<file path="config.mk">
export PLATFORM = sky130hd
export DESIGN_NAME = score_glyph_scanner
export DESIGN_NICKNAME = d
export VERILOG_FILES = /design/src/rtl/score_glyph_scanner_pkg.sv /design/src/rtl/bcd_score_counter.sv /design/src/rtl/score_glyph_scanner.sv
export SDC_FILE = /design/constraint.sdc
export NUM_CORES = 1
export LEC_CHECK = 0
export ABC_CLOCK_PERIOD_IN_PS = 4600
export CAP_MARGIN = 30
export CORE_ASPECT_RATIO = 0.5
export CORE_UTILIZATION = 53
export CTS_BUF_LIST = sky130_fd_sc_hd__clkbuf_4
export CTS_CLUSTER_SIZE = 12
export DETAILED_ROUTE_END_ITERATION = 10
export MAX_ROUTING_LAYER = met4
export PLACE_DENSITY = 0.95
export RECOVER_POWER = 50
export SLEW_MARGIN = 20
export SYNTH_ARGS = -nofsm -noshare
export SYNTH_HDL_FRONTEND = slang
export SYNTH_SLANG_ARGS = --single-unit
</file>
<file path="constraint.sdc">
create_clock -name clk -period 4.6 [get_ports clk]
set_input_delay 0.92 -clock clk [delete_from_list [all_inputs] [get_ports clk]]
set_output_delay 0.92 -clock clk [all_outputs]
set_load 0.02 [all_outputs]
</file>
<file path="src/rtl/score_glyph_scanner_pkg.sv">
// Shared constants and types for the score overlay and the digit-sprite ROM.
// Glyph geometry here is the single source of truth for both sides of the ROM interface.
package score_glyph_scanner_pkg;

    localparam int unsigned GLYPH_W     = 4;
    localparam int unsigned GLYPH_H     = 7;
    localparam int unsigned DIGIT_PITCH = 5;
    localparam int unsigned NUM_DIGITS  = 2;
    localparam int unsigned COLOR_W     = 3;
    localparam int unsigned BCD_W       = 4;

    typedef logic [BCD_W-1:0]   bcd_digit_t;
    typedef logic [COLOR_W-1:0] color_t;

    localparam bcd_digit_t BCD_MAX = 4'd9;

endpackage

</file>
<file path="src/rtl/bcd_score_counter.sv">
// Two-digit BCD score: point increments with carry, saturates at 99, clear has priority.
module bcd_score_counter
    import score_glyph_scanner_pkg::*;
(
    input  logic       clk,
    input  logic       rst_n,
    input  logic       point,
    input  logic       clear,
    output logic [7:0] score_bcd
);

    bcd_digit_t tens_q, tens_d;
    bcd_digit_t units_q, units_d;
    logic       at_max;

    assign at_max = (tens_q == BCD_MAX) && (units_q == BCD_MAX);

    always_comb begin
        tens_d  = tens_q;
        units_d = units_q;
        if (clear) begin
            tens_d  = '0;
            units_d = '0;
        end else if (point && !at_max) begin
            if (units_q == BCD_MAX) begin
                units_d = '0;
                tens_d  = tens_q + 4'd1;
            end else begin
                units_d = units_q + 4'd1;
            end
        end
    end

    always_ff @(posedge clk or negedge rst_n) begin
        if (!rst_n) begin
            tens_q  <= '0;
            units_q <= '0;
        end else begin
            tens_q  <= tens_d;
            units_q <= units_d;
        end
    end

    assign score_bcd = {tens_q, units_q};

endmodule

</file>
<file path="src/rtl/score_glyph_scanner.sv">
// Score overlay: addresses the digit-sprite ROM from the pixel raster and composites its output.
// Define SCORE_LEADING_ZERO_BLANK_EN to blank the tens digit while it is zero.
module score_glyph_scanner
    import score_glyph_scanner_pkg::*;
#(
    parameter logic [9:0]  ORIGIN_X   = 10'd300,
    parameter logic [9:0]  ORIGIN_Y   = 10'd16,
    parameter int unsigned SCALE_LOG2 = 2
) (
    input  logic       clk,
    input  logic       rst_n,
    input  logic       point,
    input  logic       clear,
    input  logic       pix_valid,
    input  logic [9:0] pix_x,
    input  logic [9:0] pix_y,
    input  logic [2:0] bg_color,
    output logic [3:0] glyph_digit,
    output logic [2:0] glyph_x,
    output logic [2:0] glyph_y,
    input  logic [2:0] glyph_pix,
    output logic       out_valid,
    output logic [2:0] out_color,
    output logic [7:0] score_bcd
);

    bcd_score_counter u_counter (
        .clk       (clk),
        .rst_n     (rst_n),
        .point     (point),
        .clear     (clear),
        .score_bcd (score_bcd)
    );

    // Rendering reads only this frame-latched copy so digits never tear mid-frame.
    bcd_digit_t shadow_tens_q, shadow_units_q;
    logic       frame_start;

    assign frame_start = pix_valid && (pix_x == 10'd0) && (pix_y == 10'd0);

    always_ff @(posedge clk or negedge rst_n) begin
        if (!rst_n) begin
            shadow_tens_q  <= '0;
            shadow_units_q <= '0;
        end else if (frame_start) begin
            shadow_tens_q  <= score_bcd[7:4];
            shadow_units_q <= score_bcd[3:0];
        end
    end

    logic [9:0] rx, ry, col, row;
    logic       tens_col, in_digit_area, blank, in_region;
    logic [3:0] glyph_digit_d;
    logic [2:0] glyph_x_d, glyph_y_d;

    always_comb begin
        rx            = pix_x - ORIGIN_X;
        ry            = pix_y - ORIGIN_Y;
        col           = rx >> SCALE_LOG2;
        row           = ry >> SCALE_LOG2;
        tens_col      = col < 10'(GLYPH_W);
        in_digit_area = pix_valid && (pix_x >= ORIGIN_X) && (pix_y >= ORIGIN_Y)
                        && (col < 10'(DIGIT_PITCH * NUM_DIGITS - 1))
                        && (col != 10'(GLYPH_W)) && (row < 10'(GLYPH_H));
`ifdef SCORE_LEADING_ZERO_BLANK_EN
        blank         = tens_col && (shadow_tens_q == '0);
`else
        blank         = 1'b0;
`endif
        in_region     = in_digit_area && !blank;

        glyph_digit_d = glyph_digit;
        glyph_x_d     = glyph_x;
        glyph_y_d     = glyph_y;
        if (in_region) begin
            glyph_digit_d = tens_col ? shadow_tens_q : shadow_units_q;
            // Units columns are 5..8; the 3-bit wrap of col-5 yields 0..3.
            glyph_x_d     = tens_col ? col[2:0] : (col[2:0] - 3'(DIGIT_PITCH));
            glyph_y_d     = row[2:0];
        end
    end

    logic   s1_in_region_q, s1_valid_q;
    color_t s1_bg_q;
    logic   s2_in_region_q, s2_valid_q;
    color_t s2_bg_q;
    color_t out_color_d;

    always_comb begin
        out_color_d = '0;
        if (s2_valid_q) begin
            out_color_d = (s2_in_region_q && (glyph_pix != '0)) ? glyph_pix : s2_bg_q;
        end
    end

    always_ff @(posedge clk or negedge rst_n) begin
        if (!rst_n) begin
            glyph_digit    <= '0;
            glyph_x        <= '0;
            glyph_y        <= '0;
            s1_in_region_q <= 1'b0;
            s1_valid_q     <= 1'b0;
            s1_bg_q        <= '0;
            s2_in_region_q <= 1'b0;
            s2_valid_q     <= 1'b0;
            s2_bg_q        <= '0;
            out_valid      <= 1'b0;
            out_color      <= '0;
        end else begin
            glyph_digit    <= glyph_digit_d;
            glyph_x        <= glyph_x_d;
            glyph_y        <= glyph_y_d;
            s1_in_region_q <= in_region;
            s1_valid_q     <= pix_valid;
            s1_bg_q        <= bg_color;
            s2_in_region_q <= s1_in_region_q;
            s2_valid_q     <= s1_valid_q;
            s2_bg_q        <= s1_bg_q;
            out_valid      <= s2_valid_q;
            out_color      <= out_color_d;
        end
    end

endmodule

</file>
After elaboration in Yosys (flattened, before gate mapping). Index checks and enable logic that the tools add are counted.

Bits in registers: 40. Input port bits: 31. Output and inout port bits: 22. Word-level logic and storage cells: 55.

Add/subtract/negate cells: 5. $lt $le $gt $ge: 5. Equality and inequality tests: 3. Multiplexer cells: 10. Reductions and logical operators: 17.

Operators with widths (number): $mux W4 (7); $logic_not A10 Y1 (2); $lt A8 B3 Y1 const B (2); $ge A10 B5 Y1 const B (1); $ge A10 B9 Y1 const B (1); $logic_and A1 B1 Y1 (10); $sub A10 B5 Y10 const B (1); $sub A10 B9 Y10 const B (1); $mux W3 (3); $add A4 B1 Y4 const B (2); $eq A4 B4 Y1 const B (2); $lt A8 B4 Y1 const B (1); $ne A8 B3 Y1 const B (1); $reduce_bool A2 Y1 (2); $reduce_bool A3 Y1 (1); $sub A3 B3 Y3 const B (1); $reduce_and A2 Y1 (1); $logic_not A1 Y1 (1).

Depth between registers and ports, before layout.
Word-level depth: 6. Gate-level depth with buffers: 7. Depth with buffers taken out: 7.

Cells and area by module. Synthesis repeated with hierarchy kept, for this count alone.

Cells, all modules: 187. Area total of the unflattened synthesis: 2122.0 um2.

By module, submodules not included: score_glyph_scanner (instances 1, cells each 137, area an instance 1631.6 um2, sequential area each 800.8 um2); bcd_score_counter (instances 1, cells each 50, area an instance 490.5 um2, sequential area each 200.2 um2).

Worst setup path before layout. Ideal clock, no wire load.

Path kind: input -> register. From: in pix_x[2]. To: reg glyph_digit[0]. Library setup time: 0.125 ns. Arrival: 2.440 ns. Required time: 4.475 ns. Setup slack: 2.036 ns. Cell stages on the path: 7. Buffers on the path: 1. Cell sequence: ha_1 -> nand2b_1 -> a21boi_0 -> or2_2 -> clkbuf_1 -> mux2_2 -> mux2_2.

Cells in the longest elaborated chain, start to end: 6. Elaborated cells between the ends (all ways): 11. Those cells by class: add/sub (1); order compare (3); eq/ne (1); mux (1); reduce/logical (5).

RTL lines: start, declared (line score_glyph_scanner.sv:15) `input logic [9:0] pix_x,`; branches (longest 6 deep; another with $sub A10 B9 Y10); end signal, assigned (line score_glyph_scanner.sv:110) `glyph_digit <= glyph_digit_d;`; end, declared (line score_glyph_scanner.sv:18) `output logic [3:0] glyph_digit,`.

Several ways; the timed one is not identified. A chain may end at the register's enable or synchronous reset.

Final worst setup path.
From: in pix_x[3]. To: reg glyph_digit[2].

Same word-level chain as after synthesis.

==> impl_metrics.toml <==
[status]
status = "finished with violations"
violations = "capacitance limit, slew limit"

[power_and_ir_drop]
switching_share_pct = 25.4
pwr-share-comb_pct = 14.1
ir_worst_vdd_uv = 153
intPower_uw = 532
switchingPower_uw = 181
p_leak_nw = 1.14
power_density_nw_per_um2 = 277
power_frac_seq_pct = 52.3
pwr-share-clk_pct = 33.6

[die]
io_pins = 53
core_um2 = 3450
die_w_um = 87.3
die_area_um2 = 3900
start_util_pct = 55.8
die_h_um = 44.7
num_rows = 15

[route]
viasPerCell = 5.56
final_antenna_net_count = 0
wirelength_mm = 4.68
drt_iter0_markers = 56
dr_total_vias = 1517
drc = 0
avgRoutedWirePerCell_um = 17.1
first_pass_iters = 4

[global_route]
gr-total-overflow = 0
grt_pass1_vias = 1406
antenna_found_initial = 0
grt_usage_pct = 25.8
grt_pass1_wl_mm = 6.92
grt_max_degree = 41

[place]
io_buffer_count = 52
dp_worst_setup_slack_ns = 1.22
gp_congestion = 0.819
dp_hpwl_mm = 3.13

[worst_setup_path]
cp-end-kind = "flip-flop"
cp_slowest_cell = "clkdlybuf4s50_1"
path_cells = "clkdlybuf4s50_1 > ha_1 > nand2b_1 > a211oi_1 > nor3b_1 > nor3_4 > mux2_2"
cp-start-kind = "input pin"
crit_path_max_incr_delay_ns = 0.62
cp_max_fo = 10
criticalPathCategory = "input pin to flip-flop"
cp.required_ns = 4.84
worstPathArrival_ns = 3.28

[sta]
relSlewSlack_pct = -7.30
setup-tns-final_ns = 0
drv_slew = 31
setup_viol = 0
fin_crit_ns = 3.04
clock_skew_ns = 0.00497
fin_crit_sh_pct = 66.0
setup_slack_ns = 1.56
rsz0062_at_grt = "false"
hold_viol_final = 0
fmax_mhz = 329
worst_pin_slew_ns = 1.61

[yosys]
post_synth_num_cell_types = 37
ys_top_cells_by_area = "dfrtp_1 52%, mux2_2 12%, ha_1 6.5%, o21ai_0 1.8%, a22oi_1 1.6%"
synth_commonest_cells = "40 x dfrtp_1, 21 x mux2_2, 10 x ha_1"
yosys_most_used_dff = "dfrtp_1"
synth.most_common_cell = "dfrtp_1"
synth-edff-count = 0
synth_top_area_cell = "dfrtp_1"
synth_area_um2 = 1930
synth_seq_cells = 40
yosysSeqAreaShare_pct = 51.9
netlist_instances = 164
async_reset_ff_share_pct = 100
yosysWarnings = 0
avgSynthCellArea_um2 = 11.8
synthesis.nets = 205
yosys.area.top_type_share_pct = 51.9

[clock_tree]
clockRootBuffer = "clkbuf_4"
ctsHoldBuffers = 0
cts_setup_buffers = 0
cts_tree = "done"
htreeDepth = 2
cts-resized-gates = 0
clk_path_buf_depth = 2
cts_buffers = 5
clk_latency_ns = 0.35
clock-sinks = 40
clkSlewWorstSetupHoldPaths_ns = 0.12

[finish]
antenna_cells = 0
drive_gt1_share_pct = 14.9
nNetsFinal = 262
post-route-util_pct = 74.7
syn_to_final_growth_pct = 33.7
fillerInstances = 235

[min_path]
hp-class = "flip-flop to flip-flop"

[job]
maxCapViolations = 1
## cells by family (layout without fill, tap and decap cells)
family	Yosys count	after routing	synth area share (%)
muxes	22	22	12.8
adders and majority gates	10	10	6.49
AOI/OAI and AO/OA	26	26	8.50
xor gates and xnor gates	5	5	2.27
DFF	40	40	51.9
and+or+nand+nor	51	51	16.1
buffers and inverters	10	68	1.95
## through the flow
step,hold slack (ns),total power [mW],cell area [µm²],cells
3_5_place_dp,0.337,0.479,2500,264
2_1_floorplan,0.331,0.418,1930,164
3_3_place_gp,0.333,0.474,2500,264
4_1_cts,0.369,0.717,2580,272
6_report,0.367,0.713,2580,273
5_1_grt,0.380,0.745,2580,273
## cell usage in the layout (no fill, tap or decap), types with 5 or more instances in the layout
cell / n
clkbuf_4: 6
clkdlybuf4s50_1: 46
dfrtp_1: 40
dlygate4sd3_1: 5
ha_1: 10
inv_1: 7
mux2_2: 21
nand2_1: 7
nor2_1: 8
nor3_1: 5
o21ai_0: 7
## power groups by stage
| stage | Combinational [mW] | Sequential (mW) | Clock, mW |
|---|---|---|---|
| global route | 0.109 | 0.375 | 0.261 |
| CTS | 0.102 | 0.373 | 0.243 |
| global placement | 0.0964 | 0.378 | 0 |
| detailed placement | 0.100 | 0.379 | 0 |
| finish | 0.101 | 0.373 | 0.240 |
| floorplan | 0.0337 | 0.384 | 0 |
## cell type report
type,count,area (µm²),share of cell area (%)
clock buffers,6,45.0,1.75
clock inverters,2,35.0,1.36
inverters,7,26.3,1.02
multi-input cells,114,890,34.5
flip-flops and latches,40,1000,38.8
well taps,51,63.8,2.47
repair buffers,53,518,20.1
## final timing paths
check	slack [ns]	cells past startpoint	start	endpoint
max	1.56	7	pix_x[3]	glyph_digit[2]
min	0.37	0	s1_in_region_q	s2_in_region_q
max reg2reg	2.71	7	u_counter.units_q[1]	u_counter.tens_q[2]
min reg2reg	0.37	0	s1_in_region_q	s2_in_region_q
max in group asynchronous	2.16	2	rst_n	shadow_units_q[1]
min in group asynchronous	0.54	1	rst_n	s2_bg_q[1]
## critical path: cells and delay by family
kind	cells	cell delay [ns]
fa+ha+maj	1	0.28
compound gates	1	0.25
simple gates	3	0.77
mux	1	0.43
buf+inv	1	0.62
## routing by layer
layer | share of wire [%] | track usage, %
met4 | 1.9 | 8.85
met5 | 0 | -
met1 | 44 | 33.1
met2 | 50 | 41.3
met3 | 4.3 | 5.78
## registers in the layout, summed over array words and instances, names as in the netlist
| signal | count |
|---|---|
| glyph_digit | 4 |
| glyph_x | 3 |
| glyph_y | 3 |
| out_color | 3 |
| out_valid | 1 |
| s1_bg_q | 3 |
| s1_in_region_q | 1 |
| s1_valid_q | 1 |
| s2_bg_q | 3 |
| s2_in_region_q | 1 |
| s2_valid_q | 1 |
| shadow_tens_q | 4 |
| shadow_units_q | 4 |
| u_counter.tens_q | 4 |
| u_counter.units_q | 4 |
(Power assumes the default switching activity.)
